$ cat src/rtl/sudoku_pkg.sv
// Shared definitions for the Sudoku generator: grid geometry, the tile
// sequencer state encoding and the default backtrack budget.
package sudoku_pkg;

  localparam int GRID_LEN         = 9;
  localparam int NUM_TILES        = GRID_LEN * GRID_LEN;
  localparam int BT_LIMIT_DEFAULT = 4095;

  typedef enum logic [1:0] {
    IDLE = 2'd0,
    WAIT = 2'd1,
    DONE = 2'd2,
    FAIL = 2'd3
  } seq_state_t;

endpackage

$ cat src/rtl/tile_sequencer.sv
// Turn-token owner for the tile chain: grants one tile at a time, moves the
// active index forward/back on that tile's response and reports completion,
// exhaustion or a protocol violation. All outputs come straight from flops.
module tile_sequencer #(
  parameter int NUM_TILES = sudoku_pkg::NUM_TILES,
  parameter int BT_LIMIT  = sudoku_pkg::BT_LIMIT_DEFAULT,
  parameter int BT_W      = $clog2(BT_LIMIT + 1)
) (
  input  logic                         clock,
  input  logic                         reset,
  input  logic                         start,
  input  logic [NUM_TILES-1:0]         passfwd,
  input  logic [NUM_TILES-1:0]         passbak,
  output logic [NUM_TILES-1:0]         myturn,
  output logic [$clog2(NUM_TILES)-1:0] index,
  output logic [BT_W-1:0]              backtracks,
  output logic                         busy,
  output logic                         done,
  output logic                         failed,
  output logic                         protoerr
);
  import sudoku_pkg::*;

  localparam int IDX_W = $clog2(NUM_TILES);

  seq_state_t           state_q, state_d;
  logic [IDX_W-1:0]     index_q, index_d;
  logic [BT_W-1:0]      bt_q, bt_d;
  logic [BT_W-1:0]      bt_inc;
  logic [NUM_TILES-1:0] myturn_q, myturn_d;
  logic                 busy_q, busy_d;
  logic                 done_q, done_d;
  logic                 failed_q, failed_d;
  logic                 proto_q, proto_d;
  logic                 grant_d;

  // Per-tile decode of the active index, used both to qualify responses
  // and to steer the next one-hot grant.
  logic [NUM_TILES-1:0] cur_sel;
  logic                 fwd_hit, bak_hit, stray;

  genvar gi;
  generate
    for (gi = 0; gi < NUM_TILES; gi++) begin : g_tile
      assign cur_sel[gi]  = (index_q == IDX_W'(gi));
      assign myturn_d[gi] = grant_d & (index_d == IDX_W'(gi));
    end
  endgenerate

  assign fwd_hit = |(passfwd & cur_sel);
  assign bak_hit = |(passbak & cur_sel);
  assign stray   = |((passfwd | passbak) & ~cur_sel);
  assign bt_inc  = bt_q + BT_W'(1);

  // Next-state, index/counter update and flag logic for the sequencer FSM.
  always_comb begin
    state_d  = state_q;
    index_d  = index_q;
    bt_d     = bt_q;
    done_d   = done_q;
    failed_d = failed_q;
    proto_d  = proto_q;
    grant_d  = 1'b0;

    unique case (state_q)
      WAIT: begin
        if (stray || (fwd_hit && bak_hit)) begin
          state_d  = FAIL;
          failed_d = 1'b1;
          proto_d  = 1'b1;
        end else if (fwd_hit) begin
          if (index_q == IDX_W'(NUM_TILES - 1)) begin
            state_d = DONE;
            done_d  = 1'b1;
          end else begin
            index_d = index_q + IDX_W'(1);
            grant_d = 1'b1;
          end
        end else if (bak_hit) begin
          if (index_q == '0) begin
            state_d  = FAIL;
            failed_d = 1'b1;
          end else begin
            // Hitting the budget terminates the run, so the counter can
            // never step past BT_LIMIT.
            bt_d = bt_inc;
            if (bt_inc == BT_W'(BT_LIMIT)) begin
              state_d  = FAIL;
              failed_d = 1'b1;
            end else begin
              index_d = index_q - IDX_W'(1);
              grant_d = 1'b1;
            end
          end
        end
      end
      default: begin
        // IDLE, DONE and FAIL all accept a fresh start; pass inputs ignored.
        if (start) begin
          state_d  = WAIT;
          index_d  = '0;
          bt_d     = '0;
          done_d   = 1'b0;
          failed_d = 1'b0;
          proto_d  = 1'b0;
          grant_d  = 1'b1;
        end
      end
    endcase

    busy_d = (state_d == WAIT);
  end

  // State and output registers; reset drops any in-flight grant at once.
  always_ff @(posedge clock or posedge reset) begin
    if (reset) begin
      state_q  <= IDLE;
      index_q  <= '0;
      bt_q     <= '0;
      myturn_q <= '0;
      busy_q   <= 1'b0;
      done_q   <= 1'b0;
      failed_q <= 1'b0;
      proto_q  <= 1'b0;
    end else begin
      state_q  <= state_d;
      index_q  <= index_d;
      bt_q     <= bt_d;
      myturn_q <= myturn_d;
      busy_q   <= busy_d;
      done_q   <= done_d;
      failed_q <= failed_d;
      proto_q  <= proto_d;
    end
  end

  assign myturn     = myturn_q;
  assign index      = index_q;
  assign backtracks = bt_q;
  assign busy       = busy_q;
  assign done       = done_q;
  assign failed     = failed_q;
  assign protoerr   = proto_q;

endmodule

$ cat config.mk
export PLATFORM = sky130hd
export DESIGN_NAME = tile_sequencer
export DESIGN_NICKNAME = d
export VERILOG_FILES = /design/src/rtl/sudoku_pkg.sv /design/src/rtl/tile_sequencer.sv
export SDC_FILE = /design/constraint.sdc
export NUM_CORES = 1
export LEC_CHECK = 0
export ABC_AREA = 1
export CORE_ASPECT_RATIO = 0.8
export CORE_UTILIZATION = 49
export DETAILED_ROUTE_END_ITERATION = 10
export PLACE_DENSITY = 0.95
export SETUP_SLACK_MARGIN = 0.4
export SLEW_MARGIN = 15
export SYNTH_ARGS = -nofsm -noshare
export SYNTH_HDL_FRONTEND = slang
export SYNTH_SLANG_ARGS = --single-unit
$ cat constraint.sdc
create_clock -name clock -period 6.9 [get_ports clock]
set_input_delay 1.38 -clock clock [delete_from_list [all_inputs] [get_ports clock]]
set_output_delay 1.38 -clock clock [all_outputs]
set_load 0.01 [all_outputs]
* After elaboration in Yosys (flattened, before gate mapping)
Index checks and enable logic that the tools add are counted.
Word-level totals: flip-flop bits (word level) 106, output and inout port bits 104
Cells by class: add/subtract/negate cells 3, eq/ne operators 173, mux-type cells 43, bitwise gates (word level) 86, reductions and logical operators 12
Operator list (count):
- $eq A7 B6 Y1 const B | 64
- $and A81 B81 Y81 | 3
- $reduce_or A81 Y1 | 3
- $eq A7 B7 Y1 const B | 34
- $eq A7 B5 Y1 const B | 32
- $eq A7 B4 Y1 const B | 16
- $and A1 B1 Y1 | 81
- $not A81 Y81 | 1
- $or A81 B81 Y81 | 1
- $mux W12 | 6
- $eq A7 B3 Y1 const B | 8
- $mux W7 | 8
- $eq A7 B2 Y1 const B | 4
- $mux W1 | 21
- $mux W2 | 8
- $eq A7 B1 Y1 const B | 2
- $logic_not A7 Y1 | 2
- $ne A2 B2 Y1 const B | 7
- $add A12 B1 Y12 const B | 1
- $eq A12 B12 Y1 const B | 1
- $reduce_and A4 Y1 | 2
- $add A7 B1 Y7 const B | 1
- $sub A7 B1 Y7 const B | 1
- $ne A3 B3 Y1 const B | 2
- other kinds (7) | 8

* Longest topological paths before layout
Gate-level depths: netlist of the first run.
word-level depth 10, depth in mapped cells 25

* Least setup slack after synthesis of the first run
OpenSTA, ideal clock, no wires.
kind input port to flip-flop, from input passbak[58], to register myturn_q[48] (netlist: myturn[48]), setup time 0.072 ns, arrival time 3.214 ns, path slack 3.614 ns, stages on the path 18, cell sequence or2_2 -> o21ai_0 -> nand2_1 -> inv_1 -> nand2_1 -> nor2_1 -> nand2_1 -> nor2_1 -> nand2_1 -> nor2_4 -> nand2_4 -> inv_2 -> nand3_2 -> nand2_2 -> a21boi_2 -> nand2_2 -> buf_2 -> nor2_1
Between the ends: word-level cells in the longest chain between the ends 8, elaborated cells on any way between the ends 17, classes of those cells eq/ne (1); mux (8); bitwise (4); reduce/logical (4)
Ends and longest elaborated chain:
- start, declared | line tile_sequencer.sv:13 | input logic [NUM_TILES-1:0] passbak,
- $and A81 B81 Y81 or $or A81 B81 Y81 (tied branches) | line tile_sequencer.sv:51, tile_sequencer.sv:52
- $reduce_or A81 Y1 or $and A81 B81 Y81 (tied branches) | line tile_sequencer.sv:51, tile_sequencer.sv:52
- $mux W7 (tied with other cells) | line tile_sequencer.sv:79 | end else if (bak_hit) begin
- $mux W7 or $logic_or A1 B1 Y1 (tied branches) | line tile_sequencer.sv:71, tile_sequencer.sv:67
- $mux W7 | line tile_sequencer.sv:67 | if (stray || (fwd_hit && bak_hit)) begin
- $mux W7 | line tile_sequencer.sv:65 | unique case (state_q)
- $eq A7 B6 Y1 | line tile_sequencer.sv:46 | assign myturn_d[gi] = grant_d & (index_d == IDX_W'(gi));
- $and A1 B1 Y1 (*) | line tile_sequencer.sv:46
- via myturn_d[48] | line tile_sequencer.sv:30 | logic [NUM_TILES-1:0] myturn_q, myturn_d;
- end signal, assigned | line tile_sequencer.sv:129 | myturn_q <= myturn_d;
- end, declared | line tile_sequencer.sv:30
Mark *: on every way through the listed nets, which the timed path passes. The rest lies on a longest branch. A chain may end at the register's enable or synchronous reset.

* Worst setup path after layout of the first run
from register index_q[6] (netlist: index[6]), to register myturn_q[65] (netlist: myturn[65])
Between the ends: word-level cells in the longest chain between the ends 9, elaborated cells on any way between the ends 108, classes of those cells add/sub (2); eq/ne (81); mux (14); bitwise (5); reduce/logical (6)
Ends and longest elaborated chain:
- start, declared | line tile_sequencer.sv:27 | logic [IDX_W-1:0] index_q, index_d;
- start signal, assigned | line tile_sequencer.sv:127 | index_q <= index_d;
- $sub A7 B1 Y7 (tied with other cells) | line tile_sequencer.sv:91 | index_d = index_q - IDX_W'(1);
- $mux W7 (tied with other cells) | line tile_sequencer.sv:87 | if (bt_inc == BT_W'(BT_LIMIT)) begin
- $mux W7 (tied with other cells) | line tile_sequencer.sv:80 | if (index_q == '0) begin
- $mux W7 (tied with other cells) | line tile_sequencer.sv:79
- $mux W7 or $logic_or A1 B1 Y1 (tied branches) | line tile_sequencer.sv:71, tile_sequencer.sv:67
- $mux W7 | line tile_sequencer.sv:67
- $mux W7 | line tile_sequencer.sv:65
- $eq A7 B7 Y1 | line tile_sequencer.sv:46
- $and A1 B1 Y1 (*) | line tile_sequencer.sv:46
- via myturn_d[65] | line tile_sequencer.sv:30
Marks and branches as above.

==> results of run 1 <==
metrics by stage:
| step | hold slack [ns] | area (um^2) | utilization | cells |
|---|---|---|---|---|
| after floorplan | 0.497 | 7140 | - | 1125 |
| after global placement | 0.471 | 9930 | 0.697 | 1552 |
| after detailed placement | 0.503 | 9930 | 0.697 | 1552 |
| after CTS | 0.529 | 10300 | 0.720 | 1568 |
| after global routing | 0.562 | 10300 | 0.720 | 1568 |
| final | 0.526 | 10300 | 0.720 | 1568 |
worst max-delay path by stage:
stage	cells past startpoint	startpoint	to	slack, ns
final	21	index[6]	myturn[65]	2.26
after global routing	21	index[6]	myturn[65]	1.99
after CTS	20	index[6]	myturn[65]	2.48
after detailed placement	18	passbak[63]	myturn[65]	2.37
after global placement	18	passbak[63]	myturn[65]	2.47
after floorplan	1	reset	backtracks[0]	2.73
where the power goes:
part	leakage (nW)	switching (mW)	internal (mW)
combinational	2.98	0.221	0.177
sequential	1.46	0.0283	0.650
clock	0.161	0.263	0.296
registers in the layout, summed over array words and instances, names as in the netlist:
| name | count |
|---|---|
| myturn | 81 |
| backtracks | 12 |
| index | 7 |
| state_q | 2 |
| busy | 1 |
| done | 1 |
| failed | 1 |
| protoerr | 1 |
metal layers:
layer	vias up	wire length, um	share of wire
met5	-	0	0
met4	0	919	0.030
met3	88	4510	0.15
met2	710	13100	0.43
met1	4103	11900	0.39
li1	4128	-	-
area by class of cell:
cell class              count  area [um^2]
repair buffers            271         2710
flip-flops and latches    106         2650
clock inverters             7          105
multi-input cells         935         4130
fillers                  1187         3990
clock buffers               9          225
well taps                 184          230
inverters                  56          215
cells by family after synthesis:
group,after synthesis,synth area share
buffers and inverters,84,0.0496
xor gates and xnor gates,11,0.0135
adders and majority gates,7,0.0123
DFF,106,0.372
AOI/OAI and AO/OA,91,0.0758
and+or+nand+nor,826,0.477
worst min-delay path, delay by kind of cell (launching register included):
family             cells  cell delay (ns)
DFF                    1             0.36
AOI/OAI and AO/OA      1             0.04
and+or+nand+nor        1             0.09
cell usage in the layout, fill, tap and decap left out, types with 3 or more instances in the layout:
cell type / instances
nand2_1: 333
nor2_1: 329
clkdlybuf4s50_1: 268
nand3_1: 108
dfrtp_1: 106
inv_1: 40
o22ai_1: 33
o21ai_0: 20
a21oi_1: 19
nand4_1: 19
inv_2: 14
xor2_1: 11
nand2_2: 10
clkbuf_16: 9
nor2_2: 7
ha_1: 7
nor3_1: 6
o21ai_1: 5
o31ai_1: 5
nand3_2: 4
nand3b_1: 3
inv_8: 3
buf_4: 3
==> results.md, run 1 <==
* Status: finished clean
* Endpoint of the worst hold path: protoerr
* Cells along the critical path: inv_2 > nand3_1 > nor2_1 > nand2_1 > nand2_1 > nor2_1 > nand2_1 > nor2_1 > nand2_1 > nor2_1 > nand2_1 > nand2_2 > nand2_4 > inv_2 > nand3_2 > nand2_2 > nand2_1 > nand2_1 > nor2_4 > nand3_1 > nor2_1
* Max rail drop VDD at 151 uV
* Met3 Resource Use GR at 0.137
* Overall track demand over capacity in global routing at 0.401
* Minimum clock period at ~4.6 ns
* Setup slack on the worst flop-to-flop path at 2.26 ns
* Post-synthesis cell area at 0.00714 mm^2
* Class of the tightest hold or removal check: flop to flop
* Wire per inst at 19.4 um
* Synth cell types at 36
* Final global-route overflow total at 0
* Portion of the clock cycle consumed by the worst path in the final layout at 0.672
* Final hold violation count at 0
* Num CTS Buffers at 9
* TritonRoute pass-1 iters at 9
* Leakage component of the power at 4.60 nW
* Met2 track utilization from global routing at 0.602
* Count of unresolved DRC violations after routing at 0
* Most frequent cell after synthesis: nand2_1
* Initial core utilization at 0.501
* Endpoint type of the worst setup path: flop
* Final Max Slew Viols at 0
* DRC marker count from the first detailed-route iteration at 1203
* Number of warnings reported in the yosys synthesis log at 0
* Peak-usage layer in the global routing report: met2
* Floorplan core area at about 0.014 mm^2
* TritonCTS clock tree: done
* Clock edge transition at the registers on the reported setup and hold paths at 0.08 ns
* Die area at approximately 0.015 mm^2
* Min setup slack post-route at 2.26 ns
* Worst Path Max Fanout at 20
* Number of cells on the worst reg-to-reg path at 21
* Number of setup violations in the final report at 0
* Pwr Total at 1.64 mW
* RR Endpoint: myturn[65]
* Slew Limit Headroom at 0.354
* Clock sink total at 106
* Most used standard cells in the synthesized netlist: nand2_1, nor2_1, nand3_1
* Largest stage delay on the critical path at 0.71 ns
* Count of nets left with antenna violations after detail routing at 0
* Highest clock frequency the design can meet at about 220 MHz
* Number of flops mapped to enable cells by yosys at 0
* Num rows at 39
* Chip Width at between 100 and 150 um
* Fraction of layout cells with a size suffix above 1 at 0.0455
* Count of buffers added by post-CTS timing repair for setup at 0
* Avg Inst Size Synth at between 6 and 7 um^2
* Wire length of the first global-routing pass at about 44 mm
* Asr flop ratio synth at 1.00
* Largest buffer count on any clock path at 2
* Power Density at 159 mW/mm^2
* Post-Place Setup Slack at around 2.4 ns
* Worst hold path startpoint: protoerr
* Worst Setup Start Kind: flop
* Antenna cell count at 0
* Most prevalent standard cell on the critical path: nand2_1
* Proportion of netlist area held by the largest area contributor at 0.372
* Cell types with the largest area share after synthesis: dfrtp_1, nand2_1, nor2_1, nand3_1, o22ai_1
* Family with the most delay on the worst path: simple AND/OR/NAND/NOR gates
* Die height at 110 um
* Number of nets in the final layout at 1551
* Slew at the pin closest to its max-slew limit at 0.966 ns
* Slowest library cell on the worst path: nand3_1
* Count of buffers from port buffering at around 270
* Register bit count reported by yosys at 106
* Worst-case clock skew at 0.0129 ns
* Number of antenna violations at the first check in global routing at 0
* Crit path required time at 7.18 ns
* Via total after detailed routing at 9029
* IO Pins at 269
* HPWL after detailed placement at roughly 23 mm
* Hold_buf cts at 0
* Pin count of the biggest net entering global routing at 62
* Post-CTS resize count at 0
* Share of synthesized area occupied by flip-flops and latches at 0.372
* Total buffers and inverters traversed by the critical path at 2
* GR Util met1 at 0.539
* Primary flip-flop cell chosen by synthesis mapping: dfrtp_1
* Count of maximum capacitance violations at 0
* Setup repair after global routing missed its margin: false
* Start of the worst register-to-register path: index[6]
* Insertion delay of the later-clocked pin in the worst-skew pair at 0.36 ns
* RePlAce Congestion at between 1 and 1.5
* Synthesized netlist net count at between 1k and 1.5k
* H-tree lvl count at 3
* Post-Route Setup TNS at 0 ns
* Cells after Synth at 1125
* Detailed-route vias per instance at 5.76
* Synth area leader: dfrtp_1
* Number of global-route vias before repair at 8088
* Type of the worst setup path: flop to flop
* Relative area change from synthesis to final layout at 43.8%
* Hold depth at 2
* Final wirelength at approximately 30 mm
* Crit path DAT at 4.92 ns
* Cell at the root of the clock tree: clkbuf_16
Power figures use the tool's default switching activity.
==> run 2: changes to the inputs <==
--- a/config.mk
+++ b/config.mk
@@ -7,9 +7,9 @@
 export LEC_CHECK = 0
 export ABC_AREA = 1
 export CORE_ASPECT_RATIO = 0.8
-export CORE_UTILIZATION = 49
+export CORE_UTILIZATION = 41
 export DETAILED_ROUTE_END_ITERATION = 10
-export PLACE_DENSITY = 0.95
+export PLACE_DENSITY = 0.89
 export SETUP_SLACK_MARGIN = 0.4
 export SLEW_MARGIN = 15
 export SYNTH_ARGS = -nofsm -noshare
==> constraint.sdc (replaced) <==
create_clock -name clock -period 3.72 [get_ports clock]
set_input_delay 0.744 -clock clock [delete_from_list [all_inputs] [get_ports clock]]
set_output_delay 0.744 -clock clock [all_outputs]
set_load 0.01 [all_outputs]
==> run 2 against run 1 <==
The flow now finishes with violations (DRC, setup timing). Design area increased by 17%. Critical path type unchanged. Combinational power up 110%. Via count rose by 12%. Clock skew rose by 0.00096 ns.
==> results.md, run 2 (synthesis gave the netlist of run 1 again) <==
* Placed standard-cell area at 0.0104 mm^2 (+5.0%)
* Largest stage delay on the critical path at 0.45 ns (-0.26 ns)
* Fraction of layout cells with a size suffix above 1 at 0.194 (+0.149)
* Top library cells by usage in the layout, fill and taps aside: nand2_1, nor2_1, clkdlybuf4s50_1
* RR Endpoint: myturn[15]
* Die height at 120 um (+9.2%)
* TritonRoute pass-1 iters at 11 (+2)
* Overall track demand over capacity in global routing at 0.347 (-0.0538)
* Number of cells on the worst reg-to-reg path at 22 (+4.8%)
* Worst hold path startpoint: protoerr
* Cells along the critical path: buf_6 > ha_4 > inv_1 > nor2_2 > buf_4 > nand3_1 > nand2_1 > nor2_2 > nand2_1 > nor2_2 > nand2_1 > nor2_4 > nand2_4 > buf_4 > nand2_1 > o21ai_0 > nand2_1 > nand3_4 > nand2_8 > buf_6 > nand4_1 > nor2_2
* Relative area change from synthesis to final layout at 68.5%
* Minimum clock period at 3.90 ns (-0.731 ns)
* Leakage component of the power at 5.25 nW (+14%)
* Type of the worst setup path: flop to flop
* DRC marker count from the first detailed-route iteration at 1773 (+47%)
* Post-layout instance area at 0.0120 mm^2 (+17%)
* Worst Path Max Fanout at 6 (-70%)
* Worst Setup Start Kind: flop
* HPWL after detailed placement at 23.9 mm (+3.4%)
* Clock edge transition at the registers on the reported setup and hold paths at 0.08 ns (about the same)
* Largest buffer count on any clock path at 2 (unchanged)
* Portion of the clock cycle consumed by the worst path in the final layout at 1.05 (+0.378)
* Most prevalent standard cell on the critical path: nand2_1
* Crit path required time at 3.98 ns (-3.20 ns)
* IO Pins at 269 (unchanged)
* Final wirelength at 36.7 mm (+21%)
* Highest clock frequency the design can meet at 256 MHz (+19%)
* Final hold violation count at 0 (unchanged)
* Final instance count without filler cells at 1709 (+9.0%)
* Worst-case clock skew at 0.0139 ns (+0.000956 ns)
* Min Hold Slack at 0.516 ns (-0.0105 ns)
* Hold depth at 2 (unchanged)
* Detailed-route vias per instance at 5.91 (+2.6%)
* Number of placed cells counting well taps at 1643 (+5.9%)
* Power Density at 260 mW/mm^2 (+63%)
* Count of maximum capacitance violations at 0 (unchanged)
* Max rail drop VDD at 218 uV (+45%)
* Cell at the root of the clock tree: clkbuf_16
* Number of antenna violations at the first check in global routing at 0 (unchanged)
* Pin count of the biggest net entering global routing at 79 (+27%)
* H-tree lvl count at 3 (unchanged)
* Num rows at 42 (+7.7%)
* RePlAce Congestion at 1.12 (+6.9%)
* Most common cell after layout, fill and taps aside: nand2_1
* Post-Route Setup TNS at -1.87 ns (-1.87 ns)
* Post-Place Setup Slack at 0.0502 ns (-2.32 ns)
* Initial core utilization at 0.426 (-0.0751)
* Final Max Slew Viols at 0 (unchanged)
* Die area at 0.0179 mm^2 (+19%)
* Setup repair after global routing missed its margin: true
* Setup slack on the worst flop-to-flop path at -0.18 ns (-2.45 ns)
* Crit path DAT at 4.16 ns (-0.76 ns)
* Via total after detailed routing at 10.1k (+12%)
* Pwr Total at 3.13 mW (+91%)
* Min setup slack post-route at -0.185 ns (-2.45 ns)
* Slew at the pin closest to its max-slew limit at 0.692 ns (-0.274 ns)
* Count of nets left with antenna violations after detail routing at 0 (unchanged)
* Count of unresolved DRC violations after routing at 106 (+106)
* Insertion delay of the later-clocked pin in the worst-skew pair at 0.36 ns (about the same)
* Class of the tightest hold or removal check: flop to flop
* Slew Limit Headroom at 0.538 (+0.184)
* Num CTS Buffers at 9 (unchanged)
* Floorplan core area at 0.0168 mm^2 (+18%)
* Status: finished, violations left
* Antenna cell count at 0 (unchanged)
* Number of global-route vias before repair at 8668 (+7.2%)
* TritonCTS clock tree: done
* Wire per inst at 21.5 um (+11%)
* Slowest library cell on the worst path: dfrtp_1
* Finished Core Util at 0.717 (-0.00296)
* Final global-route overflow total at 0 (unchanged)
* Chip Width at 149 um (+9.2%)
* Start of the worst register-to-register path: index[1]
* Endpoint type of the worst setup path: flop
* Number of setup violations in the final report at 39 (+39)
* Clock sink total at 106 (unchanged)
* Largest register FFs at 81 (unchanged)
* Number of nets in the final layout at 1656 (+6.8%)
* Wire length of the first global-routing pass at 46.9 mm (+5.9%)
* Failing checks: DRC, setup timing
* Count of buffers from port buffering at 268 (unchanged)
* Endpoint of the worst hold path: protoerr
==> run 2: how the worst max path moves through the flow <==
stage | from | endpoint | slack [ns] | depth (start not counted)
2_1_floorplan | index[0] | myturn[48] | 0.78 | 22
3_3_place_gp | index[3] | myturn[64] | 0.15 | 19
3_5_place_dp | index[0] | myturn[64] | 0.05 | 23
4_1_cts | index[4] | myturn[22] | 0.40 | 19
5_1_grt | index[1] | myturn[15] | -0.10 | 22
6_report | index[1] | myturn[15] | -0.18 | 22
==> run 2: metal layers <==
layer | global-route usage | vias to the layer above | routed length (um)
li1 | - | 4355 | -
met1 | 0.468 | 4541 | 13500
met2 | 0.512 | 937 | 15200
met5 | 0.0324 | - | 72
met3 | 0.118 | 261 | 5540
met4 | 0.120 | 2 | 2350
==> run 2: where the power goes <==
part / leakage, nW / switching [mW] / internal, mW
clock network: 0.161 / 0.501 / 0.548
registers: 1.46 / 0.0567 / 1.21
logic: 3.63 / 0.454 / 0.366
==> run 2: critical path, delay by kind of cell, from the launching register on <==
family                     cells  cell delay (ns)
and+or+nand+nor               15             2.23
buffers and inverters          5             0.76
DFF                            1             0.45
adders and majority gates      1             0.18
AOI/OAI and AO/OA              1             0.16
==> run 2: cell type report <==
type | count | area (um^2)
fill | 1226 | 4740
inverter | 56 | 233
sequential | 106 | 2660
clock inverter | 7 | 113
timing repair buffer | 374 | 3690
tap | 220 | 275
multi-input combinational | 937 | 4830
clock buffer | 9 | 225
==> run 2: what timing repair did <==
action	4_1_cts	5_1_grt
endpoints found under the setup margin	81	92
buffers inserted	10	35
gates cloned	0	5
gates resized for setup	74	139
pin swaps	21	50
hold buffers	0	0
==> run 3: changes to the inputs <==
--- a/config.mk
+++ b/config.mk
@@ -6,11 +6,11 @@
 export NUM_CORES = 1
 export LEC_CHECK = 0
 export ABC_AREA = 1
+export CAP_MARGIN = 20
 export CORE_ASPECT_RATIO = 0.8
 export CORE_UTILIZATION = 41
 export DETAILED_ROUTE_END_ITERATION = 10
 export PLACE_DENSITY = 0.89
-export SETUP_SLACK_MARGIN = 0.4
 export SLEW_MARGIN = 15
 export SYNTH_ARGS = -nofsm -noshare
 export SYNTH_HDL_FRONTEND = slang
==> run 3 against run 2 <==
The flow now finishes without violations. Clock power shrank 8%. Final cell count shrank 3.0%. Routed wire length shrank 15%. Critical path type unchanged. Highest routed layer is now met4.
==> results.md, run 3 (synthesis gave the netlist of run 1 again) <==
* Status: finished clean
* Count of buffers from port buffering at 268 (unchanged)
* Largest buffer count on any clock path at 2 (unchanged)
* Largest stage delay on the critical path at 0.49 ns (+0.04 ns)
* H-tree lvl count at 3 (unchanged)
* Die area at 0.0179 mm^2 (unchanged)
* Power Density at 274 mW/mm^2 (+5.3%)
* Max rail drop VDD at 281 uV (+29%)
* Top library cells by usage in the layout, fill and taps aside: nand2_1, nor2_1, clkdlybuf4s50_1
* Count of unresolved DRC violations after routing at 0 (-100%)
* Min Hold Slack at 0.530 ns (+0.0138 ns)
* Wire length on met1 at 12.5 mm (-7.2%)
* Slew Limit Headroom at 0.482 (-0.0557)
* Total buffers and inverters traversed by the critical path at 2 (-3)
* Crit path required time at 4.00 ns (+0.02 ns)
* Post-Place Setup Slack at 0.0529 ns (+0.00274 ns)
* Cells along the critical path: buf_4 > nand3_1 > nor2_1 > nor2_1 > nor2_1 > nand4_1 > nor2_1 > nand2_1 > nor2_4 > nand2_4 > inv_2 > nand3_2 > nand2_1 > nand2_1 > nor2_4 > nand3_1 > nor2_1
* Storage cell area at 0.00266 mm^2 (unchanged)
* Most prevalent standard cell on the critical path: nor2_1
* Finished Core Util at 0.651 (-0.0664)
* Hold_buf cts at 0 (unchanged)
* Amount of wire on met3 after detailed routing at 4.28 mm (-23%)
* Total area of multi-input combinational cells at 0.00428 mm^2 (-11%)
* Clock sink total at 106 (unchanged)
* Final hold violation count at 0 (unchanged)
* Die height at 120 um (unchanged)
* Via total after detailed routing at 9308 (-7.8%)
* Post-Route Setup TNS at 0 ns (+1.87 ns)
* Number of setup violations in the final report at 0 (-100%)
* Length of routed met2 wiring at 13.3 mm (-13%)
* Cell at the root of the clock tree: clkbuf_16
* Most common cell after layout, fill and taps aside: nand2_1
* Portion of the clock cycle consumed by the worst path in the final layout at 0.962 (-0.0882)
* Num rows at 42 (unchanged)
* Insertion delay of the later-clocked pin in the worst-skew pair at 0.36 ns (about the same)
* Highest clock frequency the design can meet at 280 MHz (+9.2%)
* IO Pins at 269 (unchanged)
* Fraction of layout cells with a size suffix above 1 at 0.109 (-0.0849)
* Total of fill cells in the finished design at 1454 (+19%)
* Initial core utilization at 0.426 (unchanged)
* Final Max Slew Viols at 0 (unchanged)
* DRC marker count from the first detailed-route iteration at 1117 (-37%)
* Chip Width at 149 um (unchanged)
* Final global-route overflow total at 0 (unchanged)
* Minimum clock period at 3.58 ns (-0.328 ns)
* Number of antenna violations at the first check in global routing at 0 (unchanged)
* Slew at the pin closest to its max-slew limit at 0.774 ns (+0.0821 ns)
* Antenna cell count at 0 (unchanged)
* Worst Setup Start Kind: flop
* Highest routed layer: met4
* Min setup slack post-route at 0.143 ns (+0.328 ns)
* TritonCTS clock tree: done
* Number of global-route vias before repair at 8635 (-0.38%)
* Overall track demand over capacity in global routing at 0.346 (-0.00164)
* Count of nets left with antenna violations after detail routing at 0 (unchanged)
* TritonRoute pass-1 iters at 7 (-4)
* Class of the tightest hold or removal check: flop to flop
* Wire length of the first global-routing pass at 46.7 mm (-0.57%)
* Family with the most delay on the worst path: simple AND/OR/NAND/NOR gates
* Relative area change from synthesis to final layout at 52.9%
* Num CTS Buffers at 9 (unchanged)
* Wire per inst at 18.8 um (-12%)
* Count of maximum capacitance violations at 0 (unchanged)
* Slowest library cell on the worst path: dfrtp_2
* Detailed-route vias per instance at 5.61 (-5.0%)
* Floorplan core area at 0.0168 mm^2 (unchanged)
* Worst-case clock skew at 0.0120 ns (-0.00183 ns)
* Endpoint type of the worst setup path: flop
* Type of the worst setup path: flop to flop
* Pwr Total at 2.99 mW (-4.4%)
* Crit path DAT at 3.85 ns (-0.31 ns)
* Number of nets in the final layout at 1605 (-3.1%)
* Final wirelength at 31.2 mm (-15%)
* Leakage component of the power at 4.87 nW (-7.3%)
* HPWL after detailed placement at 24.3 mm (+1.8%)
* Worst Path Max Fanout at 9 (+3)
* Clock edge transition at the registers on the reported setup and hold paths at 0.08 ns (about the same)
* Pin count of the biggest net entering global routing at 50 (-37%)
* RePlAce Congestion at 1.11 (-0.94%)
* Largest register FFs at 81 (unchanged)
-- run 3: area by class of cell --
class,count,share of cell area
clock buffers,9,0.0206
inverters,56,0.0201
repair buffers,325,0.290
flip-flops and latches,106,0.244
well taps,220,0.0252
clock inverters,7,0.00837
multi-input cells,935,0.393
-- run 3: stage by stage --
stage	std cells	instance area, um^2
after floorplan	1125	7140
after global placement	1637	10400
after detailed placement	1637	10400
after CTS	1653	10700
after global routing	1658	10900
final	1658	10900
-- run 3: worst register-to-register path: stages, from the launching register on --
cell and delay (ns):
dfrtp_2 0.49, buf_4 0.25, nand3_1 0.31, nor2_1 0.29
nor2_1 0.06, nor2_1 0.19, nand4_1 0.17, nor2_1 0.23
nand2_1 0.12, nor2_4 0.18, nand2_4 0.12, inv_2 0.11
nand3_2 0.10, nand2_1 0.10, nand2_1 0.15, nor2_4 0.27
nand3_1 0.20, nor2_1 0.15
-- run 3: routing by layer --
metal | vias to the layer above | global-route usage
met1 | 4220 | 0.475
met2 | 715 | 0.516
met3 | 117 | 0.110
li1 | 4256 | -
met4 | 0 | 0.103
met5 | - | 0
-- run 3: final timing paths --
kind	end	start	slack [ns]	depth (start not counted)
min reg2reg	protoerr	protoerr	0.53	2
max reg2reg	myturn[65]	index[2]	0.14	17
max	myturn[65]	index[2]	0.14	17
min	protoerr	protoerr	0.53	2
min in group asynchronous	myturn[71]	reset	0.83	2
max in group asynchronous	failed	reset	2.06	3
-- run 3: where the power goes --
group / switching (mW) / total [mW] / leakage (nW) / internal (mW)
combinational: 0.413 / 0.758 / 3.26 / 0.345
sequential: 0.0581 / 1.26 / 1.46 / 1.21
clock: 0.483 / 0.970 / 0.152 / 0.486
total: 0.955 / 2.99 / 4.87 / 2.04
-- run 3: repair_timing --
item	CTS	global route
setup endpoints to repair	3	88
pin swaps	0	7
resized for setup	1	47
buffers inserted	0	5
